$ cat config.mk
export PLATFORM = sky130hd
export DESIGN_NAME = mpeg_decode_scheduler_flat
export DESIGN_NICKNAME = d
export VERILOG_FILES = /design/src/rtl/mpeg_decode_scheduler_if.sv /design/src/rtl/mpeg_decode_scheduler.sv /design/src/flat_wrapper.sv
export SDC_FILE = /design/constraint.sdc
export NUM_CORES = 1
export LEC_CHECK = 0
export BUFFER_PORTS_ARGS = -buffer_cell sky130_fd_sc_hd__clkbuf_2
export CAP_MARGIN = 20
export CORE_MARGIN = 10
export CORE_UTILIZATION = 45
export DETAILED_ROUTE_END_ITERATION = 10
export RECOVER_POWER = 100
export SETUP_SLACK_MARGIN = 0.1
export SYNTH_ARGS = -nofsm -noshare
export SYNTH_HDL_FRONTEND = slang
export SYNTH_SLANG_ARGS = --single-unit
export TNS_END_PERCENT = 5
$ cat constraint.sdc
create_clock -name clk -period 11.1 [get_ports clk]
set_input_delay 1.11 -clock clk [delete_from_list [all_inputs] [get_ports clk]]
set_output_delay 1.11 -clock clk [all_outputs]
set_load 0.01 [all_outputs]
$ cat src/rtl/mpeg_decode_scheduler_if.sv
// rtl/mpeg_decode_scheduler_if.sv - demuxer timing in, decoder start out, for the decode scheduler
interface mpeg_decode_scheduler_if #(
  parameter int DEPTH = 4
);
  localparam int CW = $clog2(DEPTH) + 1;

  logic [31:0]   dclk;
  logic [32:0]   scr_start;
  logic          scr_start_valid;
  logic [32:0]   dts;
  logic          dts_updated;
  logic          program_end;
  logic          flush;
  logic          decoder_ready;

  logic          decode_start;
  logic [32:0]   decode_dts;
  logic          late;
  logic [CW-1:0] fifo_count;
  logic          overflow;
  logic          done;
  logic          busy;

  modport master (
    output dclk, scr_start, scr_start_valid, dts, dts_updated,
           program_end, flush, decoder_ready,
    input  decode_start, decode_dts, late, fifo_count, overflow, done, busy
  );

  modport slave (
    input  dclk, scr_start, scr_start_valid, dts, dts_updated,
           program_end, flush, decoder_ready,
    output decode_start, decode_dts, late, fifo_count, overflow, done, busy
  );
endinterface

$ cat src/rtl/mpeg_decode_scheduler.sv
// rtl/mpeg_decode_scheduler.sv - queues demuxer DTS values and issues decode starts when dclk reaches each deadline
module mpeg_decode_scheduler #(
  parameter int DEPTH       = 4,
  parameter int LATE_THRESH = 4500
) (
  input  logic                  clk,
  input  logic                  reset,
  mpeg_decode_scheduler_if.slave bus
);
  localparam int AW = $clog2(DEPTH);
  localparam int CW = AW + 1;

  typedef enum logic [1:0] {WAIT_SYNC, ARMED, DONE} state_t;

  state_t        state_q, state_d;
  logic [32:0]   mem_q [DEPTH];
  logic [AW-1:0] wr_ptr_q, rd_ptr_q;
  logic [CW-1:0] count_q, count_d;
  logic [31:0]   base_q;
  logic          base_valid_q;
  logic          end_seen_q;
  logic          overflow_q;
  logic          decode_start_q;
  logic [32:0]   decode_dts_q;
  logic          late_q;

  logic [32:0]        head;
  logic signed [33:0] deadline, now_s, lateness;
  logic               empty, full, due, late_now;
  logic               issue, push_req, push_ok;
  logic               unused_scr_lsb;

  assign unused_scr_lsb = bus.scr_start[0];

  assign head  = mem_q[rd_ptr_q];
  assign empty = (count_q == '0);
  assign full  = (count_q == CW'(DEPTH));

  // Deadline in dclk units: stream start offset plus head DTS relative to the first DTS seen.
  assign deadline = $signed({{2{bus.scr_start[32]}}, bus.scr_start[32:1]})
                  + $signed({{2{head[32]}}, head[32:1]})
                  - $signed({{2{base_q[31]}}, base_q});
  assign now_s    = $signed({2'b00, bus.dclk});
  assign lateness = now_s - deadline;
  assign due      = (now_s >= deadline);
  assign late_now = (lateness > $signed(34'(LATE_THRESH)));

  always_comb begin
    state_d = state_q;
    issue   = 1'b0;
    unique case (state_q)
      WAIT_SYNC: if (bus.scr_start_valid) state_d = ARMED;
      ARMED: begin
        if (!bus.scr_start_valid) begin
          state_d = WAIT_SYNC;
        end else if (empty) begin
          if (end_seen_q) state_d = DONE;
        end else if (due && bus.decoder_ready) begin
          issue = 1'b1;
        end
      end
      DONE:    state_d = DONE;
      default: state_d = WAIT_SYNC;
    endcase
    if (bus.flush) begin
      state_d = WAIT_SYNC;
      issue   = 1'b0;
    end
  end

  // A pop in the same cycle frees the slot, so a full FIFO still accepts.
  assign push_req = bus.dts_updated && (state_q != DONE) && !bus.flush;
  assign push_ok  = push_req && (!full || issue);

  always_comb begin
    count_d = count_q;
    if (push_ok && !issue) begin
      count_d = count_q + CW'(1);
    end else if (issue && !push_ok) begin
      count_d = count_q - CW'(1);
    end
  end

  always_ff @(posedge clk) begin
    if (push_ok) mem_q[wr_ptr_q] <= bus.dts;
  end

  always_ff @(posedge clk or posedge reset) begin
    if (reset) begin
      state_q        <= WAIT_SYNC;
      wr_ptr_q       <= '0;
      rd_ptr_q       <= '0;
      count_q        <= '0;
      base_q         <= '0;
      base_valid_q   <= 1'b0;
      end_seen_q     <= 1'b0;
      overflow_q     <= 1'b0;
      decode_start_q <= 1'b0;
      decode_dts_q   <= '0;
      late_q         <= 1'b0;
    end else begin
      state_q        <= state_d;
      decode_start_q <= issue;
      late_q         <= issue && late_now;
      if (issue) decode_dts_q <= head;
      if (bus.flush) begin
        wr_ptr_q     <= '0;
        rd_ptr_q     <= '0;
        count_q      <= '0;
        base_valid_q <= 1'b0;
        end_seen_q   <= 1'b0;
        overflow_q   <= 1'b0;
      end else begin
        count_q <= count_d;
        if (push_ok) wr_ptr_q <= wr_ptr_q + AW'(1);
        if (issue)   rd_ptr_q <= rd_ptr_q + AW'(1);
        if (push_ok && !base_valid_q) begin
          base_q       <= bus.dts[32:1];
          base_valid_q <= 1'b1;
        end
        if (push_req && !push_ok) overflow_q <= 1'b1;
        if (bus.program_end)      end_seen_q <= 1'b1;
      end
    end
  end

  assign bus.decode_start = decode_start_q;
  assign bus.decode_dts   = decode_dts_q;
  assign bus.late         = late_q;
  assign bus.fifo_count   = count_q;
  assign bus.overflow     = overflow_q;
  assign bus.done         = (state_q == DONE);
  assign bus.busy         = (state_q == ARMED);
endmodule

$ cat src/flat_wrapper.sv
// flat-port wrapper written by rule: the top's interface ports become plain ports
module mpeg_decode_scheduler_flat 
#(
  parameter int DEPTH       = 4,
  parameter int LATE_THRESH = 4500
)
  (clk, reset, bus_dclk, bus_scr_start, bus_scr_start_valid, bus_dts, bus_dts_updated, bus_program_end, bus_flush, bus_decoder_ready, bus_decode_start, bus_decode_dts, bus_late, bus_fifo_count, bus_overflow, bus_done, bus_busy);
  mpeg_decode_scheduler_if #(.DEPTH(DEPTH)) bus_i ();
  input  logic clk;
  input  logic reset;
  input wire logic [$bits(bus_i.dclk)-1:0] bus_dclk;
  input wire logic [$bits(bus_i.scr_start)-1:0] bus_scr_start;
  input wire logic [$bits(bus_i.scr_start_valid)-1:0] bus_scr_start_valid;
  input wire logic [$bits(bus_i.dts)-1:0] bus_dts;
  input wire logic [$bits(bus_i.dts_updated)-1:0] bus_dts_updated;
  input wire logic [$bits(bus_i.program_end)-1:0] bus_program_end;
  input wire logic [$bits(bus_i.flush)-1:0] bus_flush;
  input wire logic [$bits(bus_i.decoder_ready)-1:0] bus_decoder_ready;
  output wire logic [$bits(bus_i.decode_start)-1:0] bus_decode_start;
  output wire logic [$bits(bus_i.decode_dts)-1:0] bus_decode_dts;
  output wire logic [$bits(bus_i.late)-1:0] bus_late;
  output wire logic [$bits(bus_i.fifo_count)-1:0] bus_fifo_count;
  output wire logic [$bits(bus_i.overflow)-1:0] bus_overflow;
  output wire logic [$bits(bus_i.done)-1:0] bus_done;
  output wire logic [$bits(bus_i.busy)-1:0] bus_busy;
  assign bus_i.dclk = bus_dclk;
  assign bus_i.scr_start = bus_scr_start;
  assign bus_i.scr_start_valid = bus_scr_start_valid;
  assign bus_i.dts = bus_dts;
  assign bus_i.dts_updated = bus_dts_updated;
  assign bus_i.program_end = bus_program_end;
  assign bus_i.flush = bus_flush;
  assign bus_i.decoder_ready = bus_decoder_ready;
  assign bus_decode_start = bus_i.decode_start;
  assign bus_decode_dts = bus_i.decode_dts;
  assign bus_late = bus_i.late;
  assign bus_fifo_count = bus_i.fifo_count;
  assign bus_overflow = bus_i.overflow;
  assign bus_done = bus_i.done;
  assign bus_busy = bus_i.busy;
  mpeg_decode_scheduler #(.DEPTH(DEPTH), .LATE_THRESH(LATE_THRESH)) u_core (.clk(clk), .reset(reset), .bus(bus_i));
endmodule
### After elaboration in Yosys (flattened, before gate mapping)

Memories as Yosys holds them, arrays and structs flattened.
Cells that the tools add are included.

| storage, ports and cells | value |
|---|---|
| flip-flop bits (word level) | 79 |
| bits in writable memories | 132 |
| input port bits | 105 |
| output and inout port bits | 41 |
| word-level logic and storage cells | 80 |
| memories kept | 1 |

Memories:

| name | words | bits a word | read ports | clocked after memory_dff | write ports | line | text |
|---|---|---|---|---|---|---|---|
| u_core.mem_q | 4 | 33 | 1 | 0 | 1 | mpeg_decode_scheduler.sv:16 | `logic [32:0] mem_q [DEPTH];` |

| cells by class | value |
|---|---|
| add/sub/neg operators | 7 |
| magnitude comparators | 2 |
| eq/ne operators | 7 |
| muxes and demuxes | 26 |
| bitwise logic cells | 1 |
| reduce and logical (&&, ||, !) cells | 25 |

Operators by type and width:

| operator | number |
|---|---|
| $ge 33x34->1 | 1 |
| $gt 34x14->1 const B | 1 |
| $sub 33x32->34 | 1 |
| $sub 33x34->34 | 1 |
| $add 32x32->33 | 1 |
| $mux 2 | 9 |
| $mux 1 | 13 |
| $reduce_bool 2->1 | 5 |
| $logic_and 1x1->1 | 9 |
| $mux 3 | 3 |
| $ne 4x3->1 const B | 2 |
| $pmux 2 s3 | 1 |
| $logic_not 1->1 | 5 |
| $add 2x1->2 const B | 2 |
| $add 3x1->3 const B | 1 |
| $eq 3x3->1 const B | 1 |
| $logic_not 3->1 | 1 |
| $ne 3x3->1 const B | 1 |
| $reduce_and 3->1 | 1 |
| $reduce_bool 3->1 | 1 |
| $sub 3x1->3 const B | 1 |
| $eq 2x1->1 const B | 1 |
| $eq 2x2->1 const B | 1 |
| $logic_not 2->1 | 1 |
| 4 further kinds | 4 |

### Longest topological paths before layout

An unclocked memory read counts as a cell.

| depth | value |
|---|---|
| depth after elaboration | 17 |
| mapped depth | 33 |
| depth with buffers taken out | 31 |

### Worst setup path before layout

OpenSTA, ideal clock, no wires.

| timing path | value |
|---|---|
| path kind | register to register |
| start | reg u_core.rd_ptr_q[0] |
| end | mem u_core.mem_q[0][0] (enable) |
| arrival | 7,191 ps |
| required time | 10,707 ps |
| path slack | 3,516 ps |
| stages on the path, launching flop included | 29 |
| clock period less this slack | 7,584 ps |
| path through | dfrtp_1 clkbuf_1 buf_1 mux4_2 inv_1 fa_1 inv_1 ha_1 a211oi_1 o211ai_1 a31oi_1 a211oi_1 a21o_1 a21o_1 a211oi_1 o21bai_1 a21oi_1 xor2_1 ha_1 clkbuf_1 nand2_1 or3_1 o21ai_1 nand3_1 a211oi_1 o21a_2 nor2_4 a31oi_1 and2_1 |

| on the way | value |
|---|---|
| longest elaborated chain between the ends | 14 |

RTL lines:

| what | line | text |
|---|---|---|
| start: declaration | mpeg_decode_scheduler.sv:17 | `logic [AW-1:0] wr_ptr_q, rd_ptr_q;` |
| start signal: assignment | mpeg_decode_scheduler.sv:116 | `if (issue) rd_ptr_q <= rd_ptr_q + AW'(1);` |
| $mem_v2 4x33 | n/a |  |
| $add 32x32->33 | mpeg_decode_scheduler.sv:41 | `+ $signed({{2{head[32]}}, head[32:1]})` |
| $sub 33x32->34 | mpeg_decode_scheduler.sv:42 | `- $signed({{2{base_q[31]}}, base_q});` |
| $ge 33x34->1 | mpeg_decode_scheduler.sv:45 | `assign due = (now_s >= deadline);` |
| $logic_and 1x1->1 | mpeg_decode_scheduler.sv:58 | `end else if (due && bus.decoder_ready) begin` |
| $mux 1 | mpeg_decode_scheduler.sv:58 |  |
| $mux 1 | mpeg_decode_scheduler.sv:56 | `end else if (empty) begin` |
| $mux 1 | mpeg_decode_scheduler.sv:54 | `if (!bus.scr_start_valid) begin` |
| $mux 1 | mpeg_decode_scheduler.sv:51 | `unique case (state_q)` |
| $mux 1 | mpeg_decode_scheduler.sv:65 | `if (bus.flush) begin` |
| $logic_or 1x1->1 | mpeg_decode_scheduler.sv:73 | `assign push_ok = push_req && (!full \|\| issue);` |
| $logic_and 1x1->1 | mpeg_decode_scheduler.sv:73 |  |
| $mux 1 | mpeg_decode_scheduler.sv:85 | `if (push_ok) mem_q[wr_ptr_q] <= bus.dts;` |
| $mux 1 (implied by the code) | mpeg_decode_scheduler.sv:85 |  |
| end: declaration | mpeg_decode_scheduler.sv:16 |  |

Every way passes these cells.

### Worst setup path after layout

| timing path | value |
|---|---|
| start | reg u_core.rd_ptr_q[0] |
| end | reg u_core.decode_dts_q[23] (netlist: u_core.bus.decode_dts[23]) |

| on the way | value |
|---|---|
| longest elaborated chain between the ends | 10 |

RTL lines:

| what | line | text |
|---|---|---|
| $mem_v2 4x33 (*) | n/a |  |
| $add 32x32->33 | mpeg_decode_scheduler.sv:41 |  |
| $sub 33x32->34 | mpeg_decode_scheduler.sv:42 |  |
| $ge 33x34->1 | mpeg_decode_scheduler.sv:45 |  |
| $logic_and 1x1->1 | mpeg_decode_scheduler.sv:58 |  |
| $mux 1 | mpeg_decode_scheduler.sv:58 |  |
| $mux 1 | mpeg_decode_scheduler.sv:56 |  |
| $mux 1 | mpeg_decode_scheduler.sv:54 |  |
| $mux 1 | mpeg_decode_scheduler.sv:51 |  |
| $mux 1 | mpeg_decode_scheduler.sv:65 |  |
| end signal: assignment | mpeg_decode_scheduler.sv:99 | `decode_dts_q <= '0;` |
| end signal: assignment | mpeg_decode_scheduler.sv:105 | `if (issue) decode_dts_q <= head;` |
| end: declaration | mpeg_decode_scheduler.sv:24 | `logic [32:0] decode_dts_q;` |

Every way passes the cells marked *; elsewhere a longest branch is shown, timed or not.
A chain may end at the register's enable or synchronous reset.

==> run_results.csv <==
group,metric,value,unit
critical_path,required,11.52,ns
timing,timing.final.crit_share,84.1,%
critical_path,cp_common_cell,"a211oi_1",
die,fp.dieArea,35300,sq um
critical_path,cp_slowest_cell,"dfrtp_1",
finish,nets,1410,
drt,wl_per_cell,19.4,um
critical_path,cp.arrival,9.75,ns
die,die_y,188,um
timing,rsz0062_at_grt,"false",
worst_hold_path,holdCritPathClass,"reg -> reg",
timing,clock.fmax,107,MHz
finish,diodes,0,
global_route,grt_first_pass_wirelength,49.6,mm
placed_design,place_ws,2.48,ns
clocking,clkSinkCount,211,
timing,skew,0.0138,ns
power_and_ir_drop,power-per-cell-area,292,nW/um^2
logic_synthesis,syn_area,12700,sq um
die,fp-row-count,61,
critical_path,r2r_cells,27,
logic_synthesis,synthFlopType,"edfxtp_1",
logic_synthesis,synth-edff-count,132,
logic_synthesis,ys_types,74,
logic_synthesis,syn_inst,1050,
clocking,cts_tree,"done",
placed_design,gp_congestion,0.861,
power_and_ir_drop,p_leak,6.07,nW
logic_synthesis,syn_nets,1258,
finish,layout-drive-gt1-share,18.4,%
clocking,cts.clk_slew.worst_paths,0.06,ns
global_route,grt_max_degree,50,
flow_run,drv_cap,2,
clocking,cts_resized,0,
drt,drtIter0Drc,559,
global_route,overflow,0,
logic_synthesis,seq_area_frac_synth,46.8,%
timing,setup_ws,1.77,ns
global_route,track_usage,17.4,%
finish,fillers,2582,
power_and_ir_drop,finalPower,4.24,mW
placed_design,numPlacedInstances,1554,
global_route,first_global_vias,8997,
die,core-area,27800,sq um
logic_synthesis,synth-seq-cells,211,
outcome,status,"finished, violations left",
clocking,cts.path.max_buffers,3,
finish,syn2layout_area_growth,14.4,%
timing,setup-tns-final,0,ns
critical_path,crit_path_max_fanout,20,
global_route,antenna_found_initial,0,
drt,vias_per_cell,5.45,
critical_path,crit_path_start_kind,"register",
placed_design,numPortBuffers,144,
die,io_pins,146,
drt,wirelength,31.1,mm
finish,finalNonFillerCells,1597,
drt,drt-pass1-iter-count,5,
timing,relSlewSlack,-109,%
worst_hold_path,min_path_cells,1,
die,fp.dieW,188,um
clocking,hold_buffers,0,
clocking,cts_buffers,24,
critical_path,critPathMaxStageDelay,1.33,ns
logic_synthesis,yosys_warnings,0,
outcome,violations,"max-capacitance violations, max-slew violations",
placed_design,dp_hpwl,22.7,mm
finish,layout_commonest_cell,"edfxtp_1",
critical_path,worst-path-stages,27,
timing,period_needed,9.33,ns
clocking,post_cts_buffers,0,
finish,fin_util,52.2,%
timing,worst_slew_pin_slew,3.14,ns
logic_synthesis,ys_async_sr_fraction,37.4,%
critical_path,path_delay_family,"compound AO/OA/AOI/OAI gates",
clocking,root_buffer,"clkbuf_16",
critical_path,cp-end-kind,"register",
placed_design,placed_cell_area,13800,sq um
timing,hold_ws,0.503,ns
clocking,cts_max_level,1,
drt,drc,0,
logic_synthesis,syn_avg_cell_area,12.1,sq um
drt,dr_total_vias,8702,
finish,design_area,14500,sq um
finish,layout.cells.most_common_list,"edfxtp_1 (132), inv_1 (128), clkbuf_1 (84)",
die,start_util,45.6,%
critical_path,cp_num_buf_inv,4,
timing,slew_viol_final,82,
critical_path,critPathKind,"reg -> reg",
clocking,clock_latency,0.54,ns
drt,antenna_left,0,
timing,setup_viol,0,
timing,finalHoldViolCount,0,
power_and_ir_drop,ir_drop,127,uV
layer usage:
metal  vias to the layer above  routed length [um]  GRT usage (%)
met5                         -                   0              0
li1                       4199                   -              -
met3                        37                1260           2.71
met2                       187               14700           28.7
met4                         0                 621           3.85
met1                      4279               14500           23.6
registers in the layout, summed over array words and instances, names as in the netlist:
register / count
u_core.base_q: 32
u_core.base_valid_q: 1
u_core.bus.decode_dts: 33
u_core.bus.decode_start: 1
u_core.wr_ptr_q: 2
u_core.end_seen_q: 1
u_core.rd_ptr_q: 2
u_core.bus.late: 1
u_core.bus.overflow: 1
u_core.mem_q: 132
u_core.bus.fifo_count: 3
u_core.state_q: 2
final timing paths:
check | from | endpoint | slack (ns)
setup / recovery | u_core.rd_ptr_q[0]$_DFFE_PP0P_ | u_core.bus.decode_dts[23]$_DFFE_PP0P_ | 1.77
hold / removal | u_core.bus.decode_dts[5]$_DFFE_PP0P_ | u_core.bus.decode_dts[5]$_DFFE_PP0P_ | 0.50
setup reg to reg | u_core.rd_ptr_q[0]$_DFFE_PP0P_ | u_core.bus.decode_dts[23]$_DFFE_PP0P_ | 1.77
hold reg to reg | u_core.bus.decode_dts[5]$_DFFE_PP0P_ | u_core.bus.decode_dts[5]$_DFFE_PP0P_ | 0.50
max in group asynchronous | reset | u_core.bus.decode_dts[4]$_DFFE_PP0P_ | 6.61
min in group asynchronous | reset | u_core.bus.decode_dts[27]$_DFFE_PP0P_ | 0.90
cells in the mapped netlist, types with 7 or more instances:
library cell	n	area share [%]
edfxtp_1	132	31
inv_1	129	3.8
dfrtp_1	79	16
ha_1	70	6.9
a21oi_1	65	2.6
mux2_2	60	5.3
o21ai_0	40	1.6
nand2_1	38	1.1
fa_1	33	5.2
mux4_2	33	5.9
nor2_1	32	0.95
a21o_1	30	1.8
xor2_1	25	1.7
nand3_1	24	0.95
a211oi_1	20	1.2
xnor2_1	19	1.3
clkbuf_1	17	0.50
nand2b_1	12	0.59
nor3_1	12	0.47
o211ai_1	12	0.71
and2_1	10	0.49
o21bai_1	10	0.59
and3_1	9	0.44
o21a_1	9	0.53
o31ai_1	9	0.53
nand4_1	8	0.39
nor2b_1	7	0.35
power by group:
part / leakage [nW] / total (mW) / switching (mW) / internal (mW)
clock: 0.410 / 0.834 / 0.328 / 0.507
combinational: 3.45 / 2.40 / 1.41 / 0.997
sequential: 2.21 / 0.997 / 0.0545 / 0.942
total: 6.07 / 4.24 / 1.79 / 2.45
kinds of logic after synthesis:
| group | Yosys count | synth area share, % |
|---|---|---|
| adder cells (fa/ha/maj) | 103 | 12.1 |
| AND/OR/NAND/NOR | 181 | 7.58 |
| buffers and inverters | 158 | 4.97 |
| multiplexers | 102 | 12.1 |
| XOR/XNOR | 44 | 3.04 |
| flip-flops | 211 | 46.8 |
| AO/OA/AOI/OAI | 251 | 13.4 |
worst reg2reg max path, stage by stage (launching register included):
cell and delay, ns:
dfrtp_1 1.33, mux4_2 0.65, inv_1 0.09, fa_1 0.46, inv_1 0.08, ha_1 0.24, a211oi_1 0.34, o211ai_1 0.25
a31oi_1 0.24, a211oi_1 0.12, clkbuf_1 0.19, a21o_1 0.20, a21o_1 0.22, a211oi_1 0.26, o21bai_1 0.11, a21oi_1 0.18
xor2_1 0.09, ha_1 0.41, nand2_1 0.08, or3_1 0.40, o21ai_0 0.40, nand3_1 0.14, a211oi_1 0.31, o21a_2 0.22
nor2_1 0.12, nor2_4 0.59, clkbuf_1 1.04, mux2_2 0.46
cell type report:
type                            count  area (sq um)  area share, %
Multi-Input combinational cell    681          6080           41.9
Clock inverter                     14           203           1.40
Tap cell                          378           473           3.26
Inverter                          129           485           3.34
Sequential cell                   211          5940           40.9
Timing Repair Buffer              155           689           4.75
Clock buffer                       29           639           4.41
Power figures use the tool's default switching activity.
